--- src/rtl/program_memory_loader_pkg.sv ---
// program_memory_loader_pkg
//   Shared definitions for the program memory loader slice.
//   - Loader FSM state encoding.
//   - Default fetch address / instruction widths.
//   - Memory depth constant and a helper to derive depth from an address width.
package program_memory_loader_pkg;

  localparam int PML_ADDR_W = 6;
  localparam int PML_DATA_W = 8;
  localparam int PML_DEPTH  = 2 ** PML_ADDR_W;

  // CHECK and ERROR are only reachable when PROGRAM_LOADER_CHECKSUM_EN is defined.
  typedef enum logic [2:0] {
    ST_IDLE  = 3'd0,
    ST_LOAD  = 3'd1,
    ST_CHECK = 3'd2,
    ST_RUN   = 3'd3,
    ST_ERROR = 3'd4
  } loader_state_e;

  function automatic int depth_of(input int addr_w);
    return 2 ** addr_w;
  endfunction

endpackage

--- src/rtl/program_memory_loader_if.sv ---
// program_memory_loader_if
//   Bundles the loader's byte-stream port and the CPU fetch/run port.
//   Load side : LOAD_START, LOAD_VALID, LOAD_LAST, LOAD_DATA -> block; LOAD_READY <- block.
//   CPU side  : MEMORY_ADDR -> block; MEMORY_DATA, CPU_RUN <- block.
//   Status    : LOAD_ERROR, LOADED_WORDS <- block.
//   Modports: master = producer/CPU side (testbench), slave = the loader.
interface program_memory_loader_if
  import program_memory_loader_pkg::*;
#(
  parameter int ADDR_W = PML_ADDR_W,
  parameter int DATA_W = PML_DATA_W
);

  logic              LOAD_START;
  logic              LOAD_VALID;
  logic              LOAD_LAST;
  logic [DATA_W-1:0] LOAD_DATA;
  logic              LOAD_READY;
  logic [ADDR_W-1:0] MEMORY_ADDR;
  logic [DATA_W-1:0] MEMORY_DATA;
  logic              CPU_RUN;
  logic              LOAD_ERROR;
  logic [ADDR_W:0]   LOADED_WORDS;

  modport master (
    output LOAD_START, LOAD_VALID, LOAD_LAST, LOAD_DATA, MEMORY_ADDR,
    input  LOAD_READY, MEMORY_DATA, CPU_RUN, LOAD_ERROR, LOADED_WORDS
  );

  modport slave (
    input  LOAD_START, LOAD_VALID, LOAD_LAST, LOAD_DATA, MEMORY_ADDR,
    output LOAD_READY, MEMORY_DATA, CPU_RUN, LOAD_ERROR, LOADED_WORDS
  );

endinterface

--- src/rtl/program_memory_loader_ram.sv ---
// program_ram
//   2**ADDR_W x DATA_W flop array holding the CPU program.
//   Ports:
//     CLOCK, RESET : clock; synchronous active-high reset clears every word to 0.
//     wr_en, wr_addr, wr_data : synchronous write port.
//     rd_addr, rd_data        : asynchronous read port (CPU fetch).
//   Built from flops rather than block RAM because every word must clear on
//   reset and the fetch path is combinational.
module program_ram
  import program_memory_loader_pkg::*;
#(
  parameter int ADDR_W = PML_ADDR_W,
  parameter int DATA_W = PML_DATA_W
) (
  input  logic              CLOCK,
  input  logic              RESET,
  input  logic              wr_en,
  input  logic [ADDR_W-1:0] wr_addr,
  input  logic [DATA_W-1:0] wr_data,
  input  logic [ADDR_W-1:0] rd_addr,
  output logic [DATA_W-1:0] rd_data
);

  localparam int DEPTH = depth_of(ADDR_W);

  logic [DATA_W-1:0] mem_reg [DEPTH];

  genvar gi;
  generate
    for (gi = 0; gi < DEPTH; gi++) begin : g_word
      always_ff @(posedge CLOCK) begin
        if (RESET) begin
          mem_reg[gi] <= '0;
        end else if (wr_en && (wr_addr == ADDR_W'(gi))) begin
          mem_reg[gi] <= wr_data;
        end
      end
    end
  endgenerate

  // Depth is exactly 2**ADDR_W, so every address value indexes a real word.
  assign rd_data = mem_reg[rd_addr];

endmodule

--- src/rtl/program_memory_loader.sv ---
// program_memory_loader
//   Instruction memory in front of the CPU. Programs are streamed in byte by
//   byte over a valid/ready port while the CPU is held; on completion CPU_RUN
//   releases the CPU. Fetch (MEMORY_ADDR -> MEMORY_DATA) is combinational.
//   Ports:
//     CLOCK, RESET : clock; synchronous active-high reset.
//     bus (slave)  : load stream, fetch port, CPU_RUN, LOAD_ERROR, LOADED_WORDS.
//   Parameters ADDR_W/DATA_W must match the connected interface instance.
//   Optional feature macro: PROGRAM_LOADER_CHECKSUM_EN
//     Defined     : one checksum byte follows the program; (sum of program
//                   bytes + checksum) mod 256 must be 0, else ERROR state with
//                   LOAD_ERROR high and the CPU kept held.
//     Not defined : the last program byte releases the CPU directly and
//                   LOAD_ERROR is constant 0.
module program_memory_loader
  import program_memory_loader_pkg::*;
#(
  parameter int ADDR_W = PML_ADDR_W,
  parameter int DATA_W = PML_DATA_W
) (
  input  logic                    CLOCK,
  input  logic                    RESET,
  program_memory_loader_if.slave  bus
);

  loader_state_e     state_reg, state_next;
  logic [ADDR_W:0]   loaded_words_reg;
  logic              cpu_run_reg;
  logic              load_ready;
  logic              accept;
  logic              clear_load;
  logic              wr_en;
  logic [ADDR_W-1:0] ptr;

  // The write pointer is the low bits of the word count; the count itself
  // needs one extra bit to represent a full 2**ADDR_W load.
  assign ptr = loaded_words_reg[ADDR_W-1:0];

  // A start pulse takes priority over any byte presented in the same cycle.
  assign load_ready = ((state_reg == ST_LOAD) || (state_reg == ST_CHECK)) && !bus.LOAD_START;
  assign accept     = bus.LOAD_VALID && load_ready;

`ifdef PROGRAM_LOADER_CHECKSUM_EN
  logic [DATA_W-1:0] sum_reg;
  logic [DATA_W-1:0] sum_plus_data;
  logic              load_error_reg;

  assign sum_plus_data = sum_reg + bus.LOAD_DATA;
`endif

  always_ff @(posedge CLOCK) begin
    if (RESET) begin
      state_reg <= ST_IDLE;
    end else begin
      state_reg <= state_next;
    end
  end

  always_comb begin
    state_next = state_reg;
    clear_load = 1'b0;
    wr_en      = 1'b0;
    case (state_reg)
      ST_LOAD: begin
        if (bus.LOAD_START) begin
          clear_load = 1'b1;
          state_next = ST_LOAD;
        end else if (accept) begin
          wr_en = 1'b1;
          // The final word forces the end of the load regardless of LOAD_LAST.
          if (bus.LOAD_LAST || (&ptr)) begin
`ifdef PROGRAM_LOADER_CHECKSUM_EN
            state_next = ST_CHECK;
`else
            state_next = ST_RUN;
`endif
          end
        end
      end
`ifdef PROGRAM_LOADER_CHECKSUM_EN
      ST_CHECK: begin
        if (bus.LOAD_START) begin
          clear_load = 1'b1;
          state_next = ST_LOAD;
        end else if (accept) begin
          state_next = (sum_plus_data == '0) ? ST_RUN : ST_ERROR;
        end
      end
`endif
      default: begin
        // IDLE, RUN, ERROR: only a start pulse moves the FSM.
        if (bus.LOAD_START) begin
          clear_load = 1'b1;
          state_next = ST_LOAD;
        end
      end
    endcase
  end

  always_ff @(posedge CLOCK) begin
    if (RESET) begin
      loaded_words_reg <= '0;
      cpu_run_reg      <= 1'b0;
    end else begin
      // Registered from the next state so the CPU is held at the very edge
      // a restart is taken, before any memory word is overwritten.
      cpu_run_reg <= (state_next == ST_RUN);
      if (clear_load) begin
        loaded_words_reg <= '0;
      end else if (wr_en) begin
        loaded_words_reg <= loaded_words_reg + {{ADDR_W{1'b0}}, 1'b1};
      end
    end
  end

`ifdef PROGRAM_LOADER_CHECKSUM_EN
  always_ff @(posedge CLOCK) begin
    if (RESET) begin
      sum_reg        <= '0;
      load_error_reg <= 1'b0;
    end else begin
      load_error_reg <= (state_next == ST_ERROR);
      if (clear_load) begin
        sum_reg <= '0;
      end else if (wr_en) begin
        sum_reg <= sum_plus_data;
      end
    end
  end

  assign bus.LOAD_ERROR = load_error_reg;
`else
  assign bus.LOAD_ERROR = 1'b0;
`endif

  program_ram #(
    .ADDR_W (ADDR_W),
    .DATA_W (DATA_W)
  ) u_ram (
    .CLOCK   (CLOCK),
    .RESET   (RESET),
    .wr_en   (wr_en),
    .wr_addr (ptr),
    .wr_data (bus.LOAD_DATA),
    .rd_addr (bus.MEMORY_ADDR),
    .rd_data (bus.MEMORY_DATA)
  );

  assign bus.LOAD_READY   = load_ready;
  assign bus.CPU_RUN      = cpu_run_reg;
  assign bus.LOADED_WORDS = loaded_words_reg;

endmodule

--- src/flat_wrapper.sv ---
// flat-port wrapper written by rule: the top's interface ports become plain ports
module program_memory_loader_flat import program_memory_loader_pkg::*;
#(
  parameter int ADDR_W = PML_ADDR_W,
  parameter int DATA_W = PML_DATA_W
)
  (CLOCK, RESET, bus_LOAD_START, bus_LOAD_VALID, bus_LOAD_LAST, bus_LOAD_DATA, bus_MEMORY_ADDR, bus_LOAD_READY, bus_MEMORY_DATA, bus_CPU_RUN, bus_LOAD_ERROR, bus_LOADED_WORDS);
  program_memory_loader_if #(.ADDR_W(ADDR_W), .DATA_W(DATA_W)) bus_i ();
  input  logic CLOCK;
  input  logic RESET;
  input wire logic [$bits(bus_i.LOAD_START)-1:0] bus_LOAD_START;
  input wire logic [$bits(bus_i.LOAD_VALID)-1:0] bus_LOAD_VALID;
  input wire logic [$bits(bus_i.LOAD_LAST)-1:0] bus_LOAD_LAST;
  input wire logic [$bits(bus_i.LOAD_DATA)-1:0] bus_LOAD_DATA;
  input wire logic [$bits(bus_i.MEMORY_ADDR)-1:0] bus_MEMORY_ADDR;
  output wire logic [$bits(bus_i.LOAD_READY)-1:0] bus_LOAD_READY;
  output wire logic [$bits(bus_i.MEMORY_DATA)-1:0] bus_MEMORY_DATA;
  output wire logic [$bits(bus_i.CPU_RUN)-1:0] bus_CPU_RUN;
  output wire logic [$bits(bus_i.LOAD_ERROR)-1:0] bus_LOAD_ERROR;
  output wire logic [$bits(bus_i.LOADED_WORDS)-1:0] bus_LOADED_WORDS;
  assign bus_i.LOAD_START = bus_LOAD_START;
  assign bus_i.LOAD_VALID = bus_LOAD_VALID;
  assign bus_i.LOAD_LAST = bus_LOAD_LAST;
  assign bus_i.LOAD_DATA = bus_LOAD_DATA;
  assign bus_i.MEMORY_ADDR = bus_MEMORY_ADDR;
  assign bus_LOAD_READY = bus_i.LOAD_READY;
  assign bus_MEMORY_DATA = bus_i.MEMORY_DATA;
  assign bus_CPU_RUN = bus_i.CPU_RUN;
  assign bus_LOAD_ERROR = bus_i.LOAD_ERROR;
  assign bus_LOADED_WORDS = bus_i.LOADED_WORDS;
  program_memory_loader #(.ADDR_W(ADDR_W), .DATA_W(DATA_W)) u_core (.CLOCK(CLOCK), .RESET(RESET), .bus(bus_i));
endmodule
--- config.mk ---
export PLATFORM = sky130hd
export DESIGN_NAME = program_memory_loader_flat
export DESIGN_NICKNAME = d
export VERILOG_FILES = /design/src/rtl/program_memory_loader_pkg.sv /design/src/rtl/program_memory_loader_if.sv /design/src/rtl/program_memory_loader_ram.sv /design/src/rtl/program_memory_loader.sv /design/src/flat_wrapper.sv
export SDC_FILE = /design/constraint.sdc
export NUM_CORES = 1
export LEC_CHECK = 0
export CORE_ASPECT_RATIO = 0.9
export CORE_UTILIZATION = 58
export CTS_CLUSTER_DIAMETER = 120
export DETAILED_ROUTE_END_ITERATION = 8
export PLACE_DENSITY = 0.8
export SLEW_MARGIN = 10
export SYNTH_ARGS = -nofsm -noshare
export SYNTH_HDL_FRONTEND = slang
export SYNTH_SLANG_ARGS = --single-unit
--- constraint.sdc ---
create_clock -name CLOCK -period 4.4 [get_ports CLOCK]
set_input_delay 1.32 -clock CLOCK [delete_from_list [all_inputs] [get_ports CLOCK]]
set_output_delay 1.32 -clock CLOCK [all_outputs]
set_load 0.03 [all_outputs]
==> results.md, run 1 <==
Timing:
- The count of final max-slew check failures was 0.
- The setup slack of the critical path after layout is -0.08936 ns.
- Setup repair after global routing could not meet its margin everywhere.
- Summed over all failing endpoints, the final setup total negative slack is -0.1777 ns.
- The count of final hold-check violations is 0.
- The final worst-path cycle share is 102.0%.
- Headroom to the max-slew limit came out at 10.21%.
- The final period demand of the worst path is about 4.5 ns.
- Based on the critical path, the design can be clocked at up to approximately 0.22 GHz.
- The clock tree skew after final layout is between 0.03 and 0.04 ns.
- At the pin with the least slew margin, the transition time is 1.347 ns.
- Setup violations remaining at the end of the flow were counted as 6.

Floorplanning:
- The die boundary width is about 220 µm.
- The overall die area is 42,950 µm².
- The count of boundary I/O pins is 37.
- The number of rows created at floorplan is 70.
- For this configuration, the core starts out at a cell density of between 50% and 60%.
- The floorplan step set the die height to ~200 µm.
- The core box area is 41,080 µm².

Yosys:
- In this run the mean area of a mapped cell was 15.02 µm².
- The post-synthesis cell type count is 45.
- The Yosys step of the flow raised 0 warnings.
- The number of synthesized flops with an enable pin is 512.
- The mapped netlist covers 24,430 µm².
- The prevailing post-synth register cell is sky130_fd_sc_hd__edfxtp_1.
- The number of nets in the synthesized netlist is 1,650.
- In the synthesized netlist, the number of instances is between 1,500 and 2,000.
- After synthesis the netlist holds a flip-flop and latch count of between 500 and 600.
- The share of flip-flops with an asynchronous set or reset after synthesis is 0%.
- Sequential cells were found to cover 63.83% of the synthesized design area.

Power:
- Across the VDD grid, the largest voltage drop is 0.3536 mV.
- Dividing total power by cell area gives a power density of 382.9 nW/µm².
- The analysis attributes to cell leakage a power of approximately 10 nW.
- The design draws 11.08 mW.

Worst setup path:
- The largest fanout of any net on the critical path is 12.
- The worst setup path is captured at a primary output.
- Among all stages on the critical path, the largest delay is contributed by sky130_fd_sc_hd__mux4_2.
- The peak per-stage delay on the critical path is 0.55 ns.
- The data arrival at the endpoint of the critical path is 3.17 ns.
- The number of cells on the worst reg-to-reg path is 4.
- The critical path in this run is classified as input pin to primary output.
- The required time at the endpoint of the critical path is 3.08 ns.
- The critical path launch point type is an input pin.
- Walking the worst path, the cells encountered are buf_16 > buf_16 > mux4_2 > mux4_2 > o21ai_2 > buf_6 > o41ai_2 > buf_4.

CTS:
- The clock slew seen by the registers of the worst setup and hold paths is 0.06 ns.
- The number of sinks handled by clock tree synthesis is 523.
- The insertion delay of the later-clocked pin in the worst-skew pair is roughly 0.62 ns.
- The CTS root buffer is sky130_fd_sc_hd__clkbuf_16.
- The clock passes through at most 3 buffers.
- The H-tree was split into 2 levels.
- The number of hold buffers added after CTS is 0.
- The TritonCTS clock tree is yes.
- The TritonCTS buffer count is 52.

Finish:
- The final-stage net count is approximately 1,800.
- The synthesis-to-finish area growth is 18.45%.
- The number of filler instances in the final layout is 2,469.
- The number of flip-flops under the largest register name is 512.
- The number of antenna diodes in the final layout is 0.
- The ratio of cells with drive above 1 in the final layout is 27.48%.

Global routing:
- For this run the aggregate overflow at the end of global routing stands at 0.
- The initial antenna violation count came to 1.
- The number of global-route vias before repair was approximately 15,000.
- Entering global routing, the biggest net connects 65 pins.
- In the global route stage, overall resource usage came out at 31.69%.
- The wire length of the first global-routing pass is 98,140 µm.

Hold path:
- The kind of path behind the tightest hold check is flip-flop to flip-flop.
- The worst hold path passes through 2 cells.

Routing:
- The via density per instance is 6.487.
- Across all layers, the routed design uses 15,470 vias.
- Wires add up to 67,220 µm.
- For this block, the initial DRC count from the detailed router was 2,413.
- The count of nets left with antenna violations once routing finished came out at 0.
- For this run, the detailed router's first-pass iteration total came to 6.
- After detailed routing, the average wire length per cell comes to 28.19 µm.
- After detailed routing, the number of remaining DRC violations is 0.

Run status:
- The checks that failed: setup timing.
- The flow ran to the end, but the final reports show violations.

Placed design:
- The number of I/O port buffers is 35.
- Once detailed placement completed, the half-perimeter wirelength came to 41,360 µm.
- The routability-driven placement congestion ratio is 0.9158.

Job:
- The tool flagged a number of max-cap violations equal to 0.
cells in the mapped netlist, types with 4 or more instances:
cell type / n / area [µm²]
sky130_fd_sc_hd__o41ai_1: 6 / 52.55
sky130_fd_sc_hd__inv_1: 4 / 15.01
sky130_fd_sc_hd__dfxtp_1: 11 / 220.2
sky130_fd_sc_hd__a21oi_1: 8 / 40.04
sky130_fd_sc_hd__and2_1: 514 / 3216
sky130_fd_sc_hd__o21ai_0: 4 / 20.02
sky130_fd_sc_hd__nor2b_1: 13 / 81.33
sky130_fd_sc_hd__mux2_1: 4 / 45.04
sky130_fd_sc_hd__o21ai_1: 11 / 55.05
sky130_fd_sc_hd__buf_4: 11 / 82.58
sky130_fd_sc_hd__clkbuf_1: 75 / 281.5
sky130_fd_sc_hd__mux2_2: 5 / 56.30
sky130_fd_sc_hd__ha_1: 4 / 50.05
sky130_fd_sc_hd__nor2_1: 80 / 300.3
sky130_fd_sc_hd__nand3b_1: 4 / 30.03
sky130_fd_sc_hd__or2_1: 4 / 25.02
sky130_fd_sc_hd__mux4_2: 129 / 2905
sky130_fd_sc_hd__nor3_1: 4 / 20.02
sky130_fd_sc_hd__nand2_1: 15 / 56.30
sky130_fd_sc_hd__a211oi_1: 7 / 52.55
sky130_fd_sc_hd__mux2i_1: 24 / 240.2
sky130_fd_sc_hd__buf_2: 18 / 90.09
sky130_fd_sc_hd__xor2_1: 4 / 35.03
sky130_fd_sc_hd__nand3_1: 21 / 105.1
sky130_fd_sc_hd__o221ai_1: 6 / 52.55
sky130_fd_sc_hd__buf_1: 15 / 56.30
sky130_fd_sc_hd__buf_6: 7 / 78.83
sky130_fd_sc_hd__o22ai_1: 11 / 68.82
sky130_fd_sc_hd__o21bai_1: 64 / 480.5
sky130_fd_sc_hd__edfxtp_1: 512 / 15370
sky130_fd_sc_hd__nand2b_1: 5 / 31.28
kinds of logic after synthesis:
family / Yosys count / synth area share, %
compound gates: 126 / 3.677
xor+xnor: 7 / 0.2509
fa+ha+maj: 4 / 0.2049
buf+inv: 130 / 2.473
flops: 523 / 63.83
mux: 162 / 13.29
other cells: 1 / 0.01535
simple gates: 674 / 16.26
power breakdown:
| group | switching (mW) | internal, mW |
|---|---|---|
| registers | 0.0861 | 5.68 |
| logic | 0.581 | 0.476 |
| clock network | 1.88 | 2.38 |
| total | 2.55 | 8.53 |
through the flow:
step / setup WS, ns / instances / instance area (µm²) / utilization, % / hold slack (ns)
detailed placement: -0.6243 / 2241 / 26240 / 63.87 / 0.4634
global route: -0.09474 / 2385 / 28940 / 70.45 / 0.5014
CTS: -0.009209 / 2373 / 28650 / 69.75 / 0.4729
global placement: -0.5814 / 2241 / 26240 / 63.87 / 0.4611
finish: -0.08936 / 2385 / 28940 / 70.45 / 0.4737
floorplan: 0.09575 / 1627 / 24470 / - / 0.4442
cell type report:
type                            count  area, µm²  share of cell area (%)
Clock inverter                     25      198.9                  0.6874
Sequential cell                   523      15600                   53.89
Tap cell                          540      675.6                   2.335
Inverter                            4      15.01                 0.05188
Multi-Input combinational cell    974       8617                   29.78
Clock buffer                       68       1383                   4.778
Timing Repair Buffer              251       2455                   8.483
worst max-delay path: cells and delay by family:
family	cells	cell delay, ns
mux	2	0.94
buf+inv	4	0.64
compound gates	2	0.25
placed cells by master (no fill, tap or decap), types with 11 or more instances in the layout:
cell type | synthesis | final
sky130_fd_sc_hd__edfxtp_1 | 512 | 512
sky130_fd_sc_hd__nor2_1 | 80 | 79
sky130_fd_sc_hd__clkinv_1 | 0 | 11
sky130_fd_sc_hd__and2_1 | 514 | 514
sky130_fd_sc_hd__mux4_2 | 129 | 129
sky130_fd_sc_hd__clkbuf_16 | 0 | 56
sky130_fd_sc_hd__buf_4 | 11 | 180
sky130_fd_sc_hd__buf_6 | 7 | 14
sky130_fd_sc_hd__dfxtp_1 | 11 | 11
sky130_fd_sc_hd__clkbuf_1 | 75 | 15
sky130_fd_sc_hd__buf_12 | 0 | 17
sky130_fd_sc_hd__o21bai_1 | 64 | 64
sky130_fd_sc_hd__clkdlybuf4s50_1 | 0 | 13
sky130_fd_sc_hd__nand3_1 | 21 | 17
sky130_fd_sc_hd__mux2i_1 | 24 | 19
worst paths after layout:
kind                         startpoint                           to  slack (ns)
max                  bus_MEMORY_ADDR[1]           bus_MEMORY_DATA[5]       -0.09
min                 u_core.state_reg[2]          u_core.state_reg[2]        0.47
max reg2reg  u_core.bus.LOADED_WORDS[4]  u_core.u_ram.mem_reg[23][0]        1.53
min reg2reg         u_core.state_reg[2]          u_core.state_reg[2]        0.47
what timing repair did:
item                                    in CTS  in global routing
gates resized for setup                     90                 31
pin swaps                                   10                 13
setup buffers                               33                 10
endpoints found under the setup margin       8                  8
endpoints found under the hold margin        0                  0
gates cloned                                 7                  3
per-layer routing:
| metal | share of wire (%) | global-route usage [%] | vias up |
|---|---|---|---|
| met1 | 37 | 44.78 | 7718 |
| met3 | 13 | 8.272 | 205 |
| met2 | 46 | 47.26 | 1180 |
| met5 | 0 | 0 | - |
| met4 | 4.4 | 12.77 | 0 |
| li1 | - | - | 6369 |
Power figures use the tool's default switching activity.
==> inputs of run 2 (changes only) <==
--- a/config.mk
+++ b/config.mk
@@ -10,6 +10,7 @@
 export CTS_CLUSTER_DIAMETER = 120
 export DETAILED_ROUTE_END_ITERATION = 8
 export PLACE_DENSITY = 0.8
+export SKIP_LAST_GASP = 1
 export SLEW_MARGIN = 10
 export SYNTH_ARGS = -nofsm -noshare
 export SYNTH_HDL_FRONTEND = slang
==> results.md, run 2 (same netlist as run 1, synthesis figures left out) <==
Worst setup path:
- The data arrival at the endpoint of the critical path is 3.10 ns (-0.07 ns).
- The endpoint type of the worst setup path is a primary output.
- The required time at the endpoint of the critical path is 3.08 ns (about the same).
- The largest fanout of any net on the critical path came to 9 (-3).
- The critical path launch point type is an input pin.
- The classification of the worst setup path is input pin to primary output.
- The reg2reg setup slack was 1.54 ns (about the same).

Floorplanning:
- The number of rows created at floorplan was 70 (unchanged).
- The core box area is 41,080 µm² (unchanged).
- The initial core utilization is 59.48% (unchanged).
- The count of boundary I/O pins is 37 (unchanged).
- The die boundary width is 218.3 µm (unchanged).
- The overall die area came to 42,950 µm² (unchanged).
- The height of the die came to 196.7 µm (unchanged).

Timing:
- The setup slack of the critical path after layout is -0.02085 ns (+0.06851 ns).
- The actual transition at the worst max-transition pin is 1.375 ns (+0.02774 ns).
- The worst max-slew margin expressed relative to the limit was 8.364% (-1.8 points).
- The clock tree skew after final layout is 0.02885 ns (-0.006741 ns).
- The count of final hold-check violations was 0 (unchanged).
- The final period demand of the worst path is 4.421 ns (-0.06851 ns).
- The final worst-path cycle share was 100.5% (-1.6 points).
- Setup repair after global routing could not meet its margin everywhere.
- The number of setup violations in the final report is 3 (-3).
- The worst hold-check slack was 0.4737 ns (unchanged).
- The maximum clock rate was 0.2262 GHz (+1.5%).
- The final total negative setup slack is -0.05203 ns (+0.1257 ns).
- The count of final max-slew check failures is 0 (unchanged).

Routing:
- The via count is 15,460 (-0.084%).
- The post-detailed-route DRC marker count is 0 (unchanged).
- The number of DRC markers after the initial detailed-route iteration is 2,337 (-3.1%).
- The number of routed nets with antenna violations came to 0 (unchanged).
- The detail-routed net length per standard cell is 28.21 µm (about the same).
- The detailed-router iteration count before antenna repair was 6 (unchanged).
- The total detailed-routing wirelength is 67,530 µm (+0.46%).
- The via density per instance came to 6.457 (-0.46%).

CTS:
- The number of hold buffers added after CTS is 0 (unchanged).
- The clock tree buffer depth was 3 (unchanged).
- The clock slew seen by the registers of the worst setup and hold paths was 0.06 ns (about the same).
- The CTS root buffer is sky130_fd_sc_hd__clkbuf_16.
- The depth of the CTS H-tree is 2 (unchanged).
- The TritonCTS buffer count was 52 (unchanged).
- The insertion delay of the later-clocked pin in the worst-skew pair was 0.62 ns (about the same).
- The number of sinks handled by clock tree synthesis is 523 (unchanged).
- TritonCTS built the clock tree.

Hold path:
- The kind of path behind the tightest hold check is flip-flop to flip-flop.

Finish:
- The top cell types in the final layout, fill and taps aside, are sky130_fd_sc_hd__and2_1, sky130_fd_sc_hd__edfxtp_1, sky130_fd_sc_hd__buf_4.
- The ratio of cells with drive above 1 in the final layout is 27.83% (+0.35 points).
- The area of combinational cells with multiple inputs is 8640 µm² (+0.26%).
- The utilization after layout was 70.71% (+0.26 points).
- The most common library cell in the layout ignoring fill and taps is sky130_fd_sc_hd__and2_1.
- The synthesis-to-finish area growth is 18.88%.
- The post-route cell area came to 29,040 µm² (+0.36%).
- The number of filler instances in the final layout is 2,442 (-1.1%).
- The number of inserted diodes is 0 (unchanged).
- The final-stage net count is 1,838 (+0.49%).
- The non-filler instance count after layout is 2,394 (+0.38%).
- The register area is 15,600 µm² (unchanged).
- The number of flip-flops under the largest register name is 512 (unchanged).

Placed design:
- The cell area reported after detailed placement is 26,240 µm² (unchanged).
- The number of instances in the placed design is 2,241 (unchanged).
- The worst setup slack after placement was -0.6243 ns (unchanged).
- The routability-driven placement congestion ratio came to 0.9158 (unchanged).
- The half-perimeter wire length after detailed placement was 41,360 µm (unchanged).
- The number of I/O port buffers is 35 (unchanged).

Power:
- The power consumption is 11.09 mW (about the same).
- The maximum ir drop on the vdd rail is 0.3508 mV (-0.77%).
- The leakage power summed over all cells is 10.36 nW (+0.43%).
- The power per cell area is 381.9 nW/µm² (-0.28%).

Global routing:
- The total global routing track utilization is 31.90% (+0.21 points).
- The pin count of the biggest net entering global routing is 65 (unchanged).
- The number of global-route vias before repair came to 15,330 (+0.44%).
- The total congestion overflow after global routing is 0 (unchanged).
- The wire length of the first global-routing pass came to 98,950 µm (+0.83%).
- The initial antenna violation count is 1 (unchanged).

Run status:
- The final reports fail on setup timing.
- The flow ran to the end, but the final reports show violations.

Job:
- The number of max-cap violations is 0 (unchanged).
run 2: cell types whose count changed in the layout (fill, tap and decap cells not counted), sizes merged:
cell    before  now
bufbuf       1    0
buf        233  243
run 2: final timing paths:
check / from / depth (start not counted) / endpoint
worst min register to register: u_core.state_reg[2] / 2 / u_core.state_reg[2]
worst max-delay path: bus_MEMORY_ADDR[0] / 7 / bus_MEMORY_DATA[3]
worst max register to register: u_core.bus.LOADED_WORDS[4] / 4 / u_core.u_ram.mem_reg[23][0]
worst min-delay path: u_core.state_reg[2] / 2 / u_core.state_reg[2]
run 2: routing by layer:
| layer | track usage, % | wire, µm |
|---|---|---|
| met4 | 13.18 | 3016 |
| met3 | 7.716 | 8830 |
| met5 | 0 | 0 |
| met1 | 45.28 | 24880 |
| met2 | 47.67 | 30800 |
run 2: layout make-up:
type / count / share of cell area, %
Multi-Input combinational cell: 974 / 29.75
Inverter: 4 / 0.05170
Clock inverter: 25 / 0.6850
Sequential cell: 523 / 53.69
Timing Repair Buffer: 260 / 8.736
Clock buffer: 68 / 4.760
Tap cell: 540 / 2.326
run 2: what timing repair did:
action,in CTS,in global routing
endpoints found under the setup margin,8,8
gates resized for setup,86,41
setup buffers,33,19
gates cloned,7,3
pin swaps,10,21
run 2: critical path: stages:
cell and delay, ns:
sky130_fd_sc_hd__clkbuf_16 0.16, sky130_fd_sc_hd__mux4_2 0.55, sky130_fd_sc_hd__mux4_2 0.51, sky130_fd_sc_hd__o21ai_2 0.15, sky130_fd_sc_hd__buf_4 0.15, sky130_fd_sc_hd__o41ai_2 0.06
sky130_fd_sc_hd__buf_4 0.18
run 2: power breakdown:
group	leakage [nW]	switching [mW]	internal (mW)
registers	5.05	0.0859	5.68
clock network	0.767	1.88	2.38
logic	4.54	0.584	0.483
total	10.4	2.55	8.54
